[config.mk]
export PLATFORM = sky130hd
export DESIGN_NAME = xor_crc_engine
export DESIGN_NICKNAME = d
export VERILOG_FILES = /design/src/rtl/xor_crc_pkg.sv /design/src/rtl/xor_crc_step.sv /design/src/rtl/xor_crc_engine.sv
export SDC_FILE = /design/constraint.sdc
export NUM_CORES = 1
export LEC_CHECK = 0
export ABC_AREA = 1
export ABC_CLOCK_PERIOD_IN_PS = 2000
export BUFFER_PORTS_ARGS = -buffer_cell sky130_fd_sc_hd__buf_2
export CAP_MARGIN = 10
export CORE_MARGIN = 1.5
export CORE_UTILIZATION = 49
export DETAILED_ROUTE_END_ITERATION = 8
export PLACE_DENSITY = 0.83
export SETUP_SLACK_MARGIN = 0.3
export SLEW_MARGIN = 20
export SYNTH_ARGS = -nofsm -noshare
export SYNTH_HDL_FRONTEND = slang
export SYNTH_SLANG_ARGS = --single-unit
[constraint.sdc]
create_clock -name CLK -period 2 [get_ports CLK]
set_input_delay 0.1 -clock CLK [delete_from_list [all_inputs] [get_ports CLK]]
set_output_delay 0.1 -clock CLK [all_outputs]
set_load 0.01 [all_outputs]
[src/rtl/xor_crc_pkg.sv]
// Shared definitions for the serial XOR/LFSR CRC engine.
//   state_t  : frame state encoding (ST_IDLE, ST_SHIFT, ST_FIN)
//   crc_step : reference single-bit Galois LFSR update for widths up to CRC_MAX_W
package xor_crc_pkg;

  localparam int unsigned CRC_MAX_W = 32;

  typedef enum logic [1:0] {
    ST_IDLE  = 2'd0,
    ST_SHIFT = 2'd1,
    ST_FIN   = 2'd2
  } state_t;

  // One MSB-first bit through the LFSR; the result is masked to 'width' bits.
  function automatic logic [CRC_MAX_W-1:0] crc_step(
    input logic [CRC_MAX_W-1:0] crc,
    input logic                 d,
    input logic [CRC_MAX_W-1:0] poly,
    input int unsigned          width = CRC_MAX_W
  );
    logic                 fb;
    logic [CRC_MAX_W-1:0] mask;
    fb   = crc[width-1] ^ d;
    mask = (width >= CRC_MAX_W) ? '1 : ((CRC_MAX_W'(1) << width) - CRC_MAX_W'(1));
    return ((crc << 1) ^ (fb ? poly : '0)) & mask;
  endfunction

endpackage

[src/rtl/xor_crc_step.sv]
// Combinational single-bit Galois LFSR update built from per-bit XOR cells.
//   crc        in  WIDTH : current CRC register
//   d          in  1     : serial data bit
//   crc_next_c out WIDTH : register value after shifting in d
module xor_crc_step
  import xor_crc_pkg::*;
#(
  parameter int unsigned      WIDTH = 8,
  parameter logic [WIDTH-1:0] POLY  = WIDTH'(8'h07)
) (
  input  logic [WIDTH-1:0] crc,
  input  logic             d,
  output logic [WIDTH-1:0] crc_next_c
);

  logic fb;

  // Feedback is the bit falling off the top XORed with the incoming data.
  assign fb = crc[WIDTH-1] ^ d;

  // Bit 0 has no lower neighbour, so it only sees the feedback tap.
  assign crc_next_c[0] = fb & POLY[0];

  for (genvar i = 1; i < WIDTH; i++) begin : g_cell
    assign crc_next_c[i] = crc[i-1] ^ (fb & POLY[i]);
  end

endmodule

[src/rtl/xor_crc_engine.sv]
// Serial CRC engine: accepts one bit per enabled clock, runs a LEN-bit frame
// through a WIDTH-bit Galois LFSR and reports remainder, match and completion.
//   CLK   in  1        : clock, rising edge
//   RST   in  1        : synchronous active-high reset
//   START in  1        : load INIT, clear count, begin frame (any state)
//   EN    in  1        : D is valid this cycle
//   D     in  1        : serial data bit, MSB-first
//   EXP   in  WIDTH    : expected remainder, sampled with the last bit
//   BUSY  out 1        : frame in progress (includes the FIN cycle)
//   DONE  out 1        : one-cycle completion pulse
//   MATCH out 1        : CRC == EXP at completion, held until START/RST
//   CRC   out WIDTH    : live CRC register
//   CNT   out clog2(LEN+1) : bits accepted in the current frame
module xor_crc_engine
  import xor_crc_pkg::*;
#(
  parameter int unsigned      WIDTH = 8,
  parameter logic [WIDTH-1:0] POLY  = WIDTH'(8'h07),
  parameter logic [WIDTH-1:0] INIT  = '0,
  parameter int unsigned      LEN   = 16
) (
  input  logic                       CLK,
  input  logic                       RST,
  input  logic                       START,
  input  logic                       EN,
  input  logic                       D,
  input  logic [WIDTH-1:0]           EXP,
  output logic                       BUSY,
  output logic                       DONE,
  output logic                       MATCH,
  output logic [WIDTH-1:0]           CRC,
  output logic [$clog2(LEN+1)-1:0]   CNT
);

  localparam int unsigned CNT_W = $clog2(LEN + 1);

  state_t           state;
  logic [WIDTH-1:0] crc_next_c;
  logic             last_bit_c;

  xor_crc_step #(
    .WIDTH (WIDTH),
    .POLY  (POLY)
  ) u_step (
    .crc        (CRC),
    .d          (D),
    .crc_next_c (crc_next_c)
  );

  assign last_bit_c = (CNT == CNT_W'(LEN - 1));

  // Frame state machine, bit counter and match register.
  always_ff @(posedge CLK) begin
    if (RST) begin
      state <= ST_IDLE;
      CRC   <= INIT;
      CNT   <= '0;
      BUSY  <= 1'b0;
      DONE  <= 1'b0;
      MATCH <= 1'b0;
    end else begin
      DONE <= 1'b0;
      // START takes priority over EN, so D is discarded on a restart.
      if (START) begin
        state <= ST_SHIFT;
        CRC   <= INIT;
        CNT   <= '0;
        MATCH <= 1'b0;
        BUSY  <= 1'b1;
      end else begin
        case (state)
          ST_SHIFT: begin
            if (EN) begin
              CRC <= crc_next_c;
              CNT <= CNT + CNT_W'(1);
              if (last_bit_c) begin
                MATCH <= (crc_next_c == EXP);
                DONE  <= 1'b1;
                state <= ST_FIN;
              end
            end
          end
          ST_FIN: begin
            BUSY  <= 1'b0;
            state <= ST_IDLE;
          end
          default: begin
            state <= ST_IDLE;
          end
        endcase
      end
    end
  end

endmodule
Yosys cells after proc, flatten, opt, wreduce, memory -nomap -nowiden
Cells that the tools add are included.
{"block": "op_classes", "add_sub_neg": 1, "n_eq_ne": 6, "mux": 7, "bitwise": 5, "n_reduce_logical": 8}
{"cell": "== test 8 bit", "n": 1}
{"cell": "2-to-1 mux 1 bit", "n": 7}
{"cell": "inequality test 3 bit, second input constant", "n": 2}
{"cell": "AND reduction 2 bit", "n": 3}
{"cell": "adder 5 x 1 -> 5 bit, second input constant", "n": 1}
{"cell": "== test 5 x 4 -> 1 bit, second input constant", "n": 1}
{"cell": "OR reduction 4 bit", "n": 1}
{"cell": "AND reduction 3 bit", "n": 1}
{"cell": "OR reduction 3 bit", "n": 1}
{"cell": "bitwise XOR 1 bit", "n": 3}
{"cell": "== test 2 x 1 -> 1 bit, second input constant", "n": 1}
{"cell": "== test 2 bit, second input constant", "n": 1}
{"cell": "inverter 1 bit", "n": 2}
{"cell": "nonzero test 2 bit", "n": 1}
{"cell": "OR reduction 2 bit", "n": 1}
{"block": "word_totals", "register_bits": 18, "in_bits": 13, "output_inout_bits": 16, "word_cells": 34}

Longest topological paths before layout
Gate-level depths: netlist of run 1.
{"block": "logic_depth", "depth_word": 5, "depth_mapped": 10, "ltp_nobuf": 10}

Cells and area by module
From an unflattened synthesis of run 1, not the netlist that was laid out.
{"block": "hier_totals", "hier_cells": 135, "area_unflattened_um2": 952.2}
{"module": "xor_crc_engine", "instances": 1, "cells_per_inst": 114, "area_each_um2": 845.8, "seq_area_each_um2": 360.3}
{"module": "xor_crc_step", "instances": 1, "cells_per_inst": 21, "area_each_um2": 106.4, "seq_area_each_um2": 0.0}

Worst setup path before layout of run 1
Ideal clock, no wire load.
{"block": "synth_timing", "kind": "register -> register", "startpoint": "reg CNT[0]", "endpoint": "reg MATCH", "t_arrival_ns": 1.383, "setup_slack_ns": 0.547, "path_stages_with_launch": 11, "path_buffers": 0, "path_cell_list": "dfxtp_1 -> ha_1 -> inv_1 -> nor2_1 -> ha_1 -> nand2_1 -> nor2_1 -> nand3_1 -> nor2_1 -> nand3_1 -> a21oi_1"}
{"block": "synth_between", "elab_chain_cells": 2}
{"element": "start: declaration", "line_no": "xor_crc_engine.sv:32", "source": "output logic [$clog2(LEN+1)-1:0] CNT"}
{"element": "start signal: assignment", "line_no": "xor_crc_engine.sv:75", "source": "CNT <= CNT + CNT_W'(1);"}
{"element": "== test 5 x 4 -> 1 bit", "line_no": "xor_crc_engine.sv:50", "source": "assign last_bit_c = (CNT == CNT_W'(LEN - 1));"}
{"element": "net last_bit_c", "line_no": "xor_crc_engine.sv:39", "source": "logic last_bit_c;"}
{"element": "AND reduction 3 bit (no source line)"}
{"element": "end signal: assignment", "line_no": "xor_crc_engine.sv:77", "source": "MATCH <= (crc_next_c == EXP);"}
{"element": "end: declaration", "line_no": "xor_crc_engine.sv:30", "source": "output logic MATCH,"}
The timed path passes the listed nets, and every way through them passes these cells.
A chain may end at the register's enable or synchronous reset.

Worst setup path after layout of run 1
Same ends and word-level chain as after synthesis.

==> results of run 1 <==
-- synth_stat cells --
master,number
nand2_1,29
dfxtp_1,18
inv_1,16
a21oi_1,13
o21ai_1,11
nor2_1,10
nand3_1,7
buf_4,6
inv_2,5
xnor2_1,3
ha_1,2
nand2_2,2
nand3b_1,2
buf_2,1
nor2_4,1
nor3_2,1
o21a_1,1
o21ai_0,1
or2_1,1
-- power by group through the flow --
stage               clock, mW  combinational, mW  sequential [mW]
global route            0.243              0.104            0.377
floorplan                   0             0.0586            0.385
CTS                     0.227             0.0927            0.375
global placement            0             0.0866            0.383
detailed placement          0             0.0902            0.384
finish                  0.225             0.0925            0.376
-- worst paths after layout --
check | endpoint | cells past startpoint | slack, ns
max | MATCH | 10 | 0.50
min | BUSY | 3 | 0.08
max reg2reg | MATCH | 10 | 0.50
min reg2reg | MATCH | 2 | 0.49
-- metal layers --
layer / routed length (um) / share of wire
met1: 792 / 0.40
met5: 0 / 0
met2: 1060 / 0.54
met3: 91 / 0.046
met4: 22 / 0.011
-- registers in the layout (all words and copies together) (netlist names) --
signal	flops
MATCH	1
state	2
DONE	1
BUSY	1
CNT	5
CRC	8
-- kinds of logic (layout without fill, tap and decap cells) --
group	after synthesis	in the layout	synth area share
compound gates	26	26	0.146
xor+xnor	3	3	0.0289
fa+ha+maj	2	2	0.0275
buf+inv	28	55	0.142
flops	18	18	0.396
simple gates	53	53	0.260
-- critical path, stage by stage, from the launching register on --
cell and delay [ns]:
dfxtp_2 0.37, ha_2 0.19, inv_1 0.04, nor2_1 0.10, ha_1 0.14, nand2_1 0.07
nor2_2 0.12, nand3_1 0.09, nor2_1 0.12, nand3_1 0.07, a21oi_1 0.13
-- layout make-up --
class                      instances  share of cell area
clock buffer                       4              0.0332
inverter                          21              0.0722
sequential                        18               0.332
tap                               25              0.0286
multi-input combinational         84               0.389
timing repair buffer              30               0.144
-- through the flow --
stage	cells	utilization	power, mW
3_3_place_gp	177	0.601	0.469
5_1_grt	182	0.633	0.724
6_report	182	0.633	0.693
3_5_place_dp	177	0.601	0.474
4_1_cts	182	0.628	0.695
2_1_floorplan	130	-	0.443
-- what timing repair did --
item | CTS | global route
hold buffers | 1 | 0
setup endpoints to repair | 0 | 1
gates resized for setup | 0 | 4
hold endpoints to repair | 2 | 0
==> results.json, run 1 <==
{
  "setup_tns_ns": 0,
  "fin_skew_ns": 0.00186,
  "grt.overflow.total": 0,
  "cts_setup_buffers": 0,
  "finalNetCount": 173,
  "fmax_ghz": 0.666,
  "fp-row-count": 15,
  "syn_nets": 145,
  "finalCriticalPeriod_ns": 1.50,
  "antenna_found_initial": 0,
  "power.leakage_nw": 0.535,
  "diodes": 0,
  "clk_latency_ns": 0.30,
  "place_ws_ns": 0.455,
  "path_clk_slew_ns": 0.10,
  "final_common_cell": "nand2_1",
  "routabilityCongestion": 0.728,
  "p_sw_frac": 0.254,
  "mostFrequentLayoutCells": "nand2_1, buf_2, dfxtp_1, inv_1, a21oi_1",
  "met2_usage": 0.397,
  "pwr_density_cell_nw_per_um2": 634,
  "final_hold_viol_count": 0,
  "seq_area_frac_synth": 0.396,
  "cts.sinks": 18,
  "cp-end-kind": "flop",
  "gr-usage-met3": 0.0275,
  "cts_root_buf": "clkbuf_4",
  "die_w_um": 46.1,
  "path_class": "reg2reg",
  "grt_usage": 0.199,
  "p_seq_frac": 0.542,
  "firstDrtPassIters": 6,
  "r2r_start": "CNT[0]",
  "finalSetupViolCount": 0,
  "die_h_um": 46.1,
  "holdCritPathClass": "in2reg",
  "fillers": 155,
  "startpoint": "CNT[0]",
  "ys_types": 19,
  "grt_busiest_layer": "met2",
  "p_int_mw": 0.517,
  "combPwrFrac": 0.134,
  "synth_top_area_cell": "dfxtp_1",
  "cts_buffer_depth": 2,
  "numPortBuffers": 28,
  "core-area_um2": 1730,
  "synth_area_um2": 910,
  "drive_above_1_share": 0.293,
  "ys_ff_latch": 18,
  "numCtsBuffers": 3,
  "startpoint_type": "flop",
  "via_per_inst": 4.89,
  "start_util": 0.527,
  "hold_path_startpoint": "START",
  "drv_slew": 0,
  "fin_crit_sh": 0.751,
  "slew_headroom": 0.772,
  "worstPathArrival_ns": 1.73,
  "vias": 890,
  "layout.area.seq_um2": 363,
  "yosysTopAreaCellShare": 0.396,
  "drv_cap": 0,
  "multi_input_area_um2": 425,
  "synth.area.top_cells": "dfxtp_1, nand2_1, a21oi_1, inv_1, o21ai_1",
  "wirelength_mm": 1.96,
  "tightest_slew_ns": 0.341,
  "met1_usage": 0.207,
  "setup_slack_ns": 0.498,
  "synth_warnings": 0,
  "hold_slack_ns": 0.0752,
  "grt_pass1_wl_mm": 3.06,
  "power_switching_mw": 0.176,
  "final_area_um2": 1090,
  "drc": 0,
  "io_pins": 29,
  "grt_pass1_vias": 820,
  "routedWlPerCell_um": 10.8,
  "dp.final_hpwl_mm": 1.53,
  "cts-htree-levels": 1,
  "grt_max_degree": 16,
  "syn_inst": 130,
  "status": "finished, final reports clean",
  "required_ns": 2.23,
  "rsz0062_at_grt": "no",
  "cp_max_fo": 4,
  "syn_area_per_cell_um2": 7.00,
  "ir_drop_mv": 0.413,
  "die-area_um2": 2120,
  "clkPwrFrac": 0.324,
  "post_dp_cell_area_um2": 1040,
  "cts_tree": "done",
  "syn_to_final_growth_pct": 20.1,
  "ant_nets": 0,
  "first_iter_violations": 13
}
(Power assumes the default switching activity.)
==> run 2, diff against run 1 <==
Settings changed: ABC_AREA 1 to 0, ABC_CLOCK_PERIOD_IN_PS 2000 to 1300, CORE_UTILIZATION 49 to 43, PLACE_DENSITY 0.83 to 0.79.
Clock period 2 ns to 1.3 ns, I/O delays scaled along.
==> results.json, run 2 <==
{
  "status": "finished, violations left",
  "violations": "hold timing, setup timing",
  "setup_tns_ns": -0.603,
  "numPortBuffers": 28,
  "seq_area_frac_synth": 0.436,
  "synthArstFlopShare": 0,
  "hold_slack_ns": -0.0513,
  "clk_latency_ns": 0.29,
  "startpoint_type": "flop",
  "fillers": 136,
  "yosysTopAreaCellShare": 0.436,
  "mostFrequentLayoutCells": "buf_2, nand2_1, buf_6",
  "required_ns": 1.52,
  "die_w_um": 46.8,
  "drc": 0,
  "dp_cells": 152,
  "syn_inst": 98,
  "grt.overflow.total": 0,
  "synthTopCellsByCount": "nand2_1, dfxtp_1, a21oi_1",
  "grt_max_degree": 17,
  "wirelength_mm": 2.23,
  "final_cells": 166,
  "setup_slack_ns": -0.272,
  "worstReg2RegEnd": "MATCH",
  "r2r_start": "CRC[7]",
  "cts-htree-levels": 1,
  "regMostFlops": "CRC",
  "min_path_cells": 2,
  "synth_area_um2": 826,
  "grt_pass1_wl_mm": 3.20,
  "rsz0062_at_grt": "yes",
  "drv_slew": 0,
  "cp-end-kind": "flop",
  "vias": 825,
  "die-area_um2": 2190,
  "diodes": 0,
  "slew_headroom": 0.772,
  "final_hold_viol_count": 2,
  "syn_nets": 113,
  "synthFlopType": "dfxtp_1",
  "hold_path_startpoint": "RST",
  "first_iter_violations": 20,
  "finalSetupViolCount": 5,
  "fin_crit_sh": 1.21,
  "postLayoutCoreUtil": 0.749,
  "fmax_ghz": 0.636,
  "finalCriticalPeriod_ns": 1.57,
  "path_class": "reg2reg",
  "drv_cap": 0,
  "ant_nets": 0,
  "hold_end": "state[0]",
  "cts_tree": "done",
  "via_per_inst": 4.97,
  "numCtsBuffers": 3,
  "routabilityCongestion": 0.740,
  "ys_types": 21,
  "ys_ff_latch": 18,
  "firstDrtPassIters": 4,
  "syn_area_per_cell_um2": 8.43,
  "routedWlPerCell_um": 13.4,
  "holdCritPathClass": "in2reg",
  "grt_usage": 0.206,
  "final_common_cell": "buf_2",
  "top_regs": "CRC (8), CNT (5), state (2)",
  "tightest_slew_ns": 0.342,
  "synth_edf_count": 0,
  "cts.sinks": 18,
  "largest_reg_flops": 8,
  "ir_drop_mv": 0.595,
  "regToRegSetupSlack_ns": -0.27,
  "fin_skew_ns": 0.0113,
  "synth_most_common_cell": "nand2_1",
  "synth_top_area_cell": "dfxtp_1",
  "path_clk_slew_ns": 0.11,
  "worstPathArrival_ns": 1.79,
  "cts_buffer_depth": 2,
  "r2r_cells": 4,
  "syn_to_final_growth_pct": 60.0,
  "cts_root_buf": "clkbuf_4",
  "cp_max_fo": 2,
  "grt_pass1_vias": 772,
  "power.leakage_nw": 0.560,
  "fp-row-count": 15,
  "antenna_found_initial": 0,
  "finalNetCount": 157,
  "dp.final_hpwl_mm": 1.35,
  "drive_above_1_share": 0.532,
  "synth_warnings": 0,
  "die_h_um": 46.8,
  "start_util": 0.468,
  "io_pins": 29,
  "pwr_density_cell_nw_per_um2": 752,
  "core-area_um2": 1760,
  "synth.area.top_cells": "dfxtp_1, nand2_1, xnor2_1, a21oi_1, xor2_1"
}
run 2: cell families after synthesis:
group,count (synthesis),share of synthesized area
flip-flops,18,0.436
XOR/XNOR,14,0.148
buffers and inverters,10,0.0682
AO/OA/AOI/OAI,14,0.103
adder cells (fa/ha/maj),2,0.0303
AND/OR/NAND/NOR,40,0.214
run 2: stage by stage:
| stage | power, mW | worst slack (ns) | cell area [um2] |
|---|---|---|---|
| after floorplan | 0.639 | -0.222 | 902 |
| after global placement | 0.677 | -0.215 | 1080 |
| after detailed placement | 0.682 | -0.237 | 1080 |
| after CTS | 0.980 | -0.273 | 1210 |
| after global routing | 1.05 | -0.336 | 1320 |
| final | 0.994 | -0.272 | 1320 |
run 2: cell type report:
type,instances,area [um2],share of cell area
flip-flops and latches,18,375,0.284
multi-input cells,70,524,0.397
clock buffers,3,22.5,0.0170
repair buffers,48,360,0.273
clock inverters,1,3.75,0.00284
inverters,1,3.75,0.00284
well taps,25,31.3,0.0237
run 2: repair_timing:
| item | CTS | global route |
|---|---|---|
| resized for setup | 19 | 14 |
| hold endpoints to repair | 2 | 2 |
| gates cloned | 1 | 0 |
| endpoints found under the setup margin | 19 | 22 |
| pin swaps | 8 | 6 |
| setup buffers | 3 | 6 |
run 2: how the worst max path moves through the flow:
stage	endpoint	cells past startpoint	startpoint	slack, ns
finish	MATCH	4	CRC[7]	-0.27
global route	MATCH	4	CRC[7]	-0.34
CTS	MATCH	4	CRC[7]	-0.27
detailed placement	MATCH	4	CRC[7]	-0.24
global placement	MATCH	4	CRC[7]	-0.21
floorplan	MATCH	4	CRC[7]	-0.22
run 2: worst max-delay path: stages, from the launching register on:
cell	delay, ns
dfxtp_4	0.36
xor2_1	0.15
or4_1	0.50
a2111o_1	0.38
a21oi_2	0.11
run 2: power by group:
part | switching [mW] | internal [mW] | total (mW)
Clock | 0.167 | 0.111 | 0.279
Sequential | 0.00599 | 0.554 | 0.560
Combinational | 0.0760 | 0.0791 | 0.155
run 2: per-layer routing:
layer	GRT usage	wire, um	vias up
li1	-	-	401
met1	0.235	883	385
met2	0.378	1210	35
met3	0.0346	102	4
met4	0.0833	36	0
met5	0	0	-
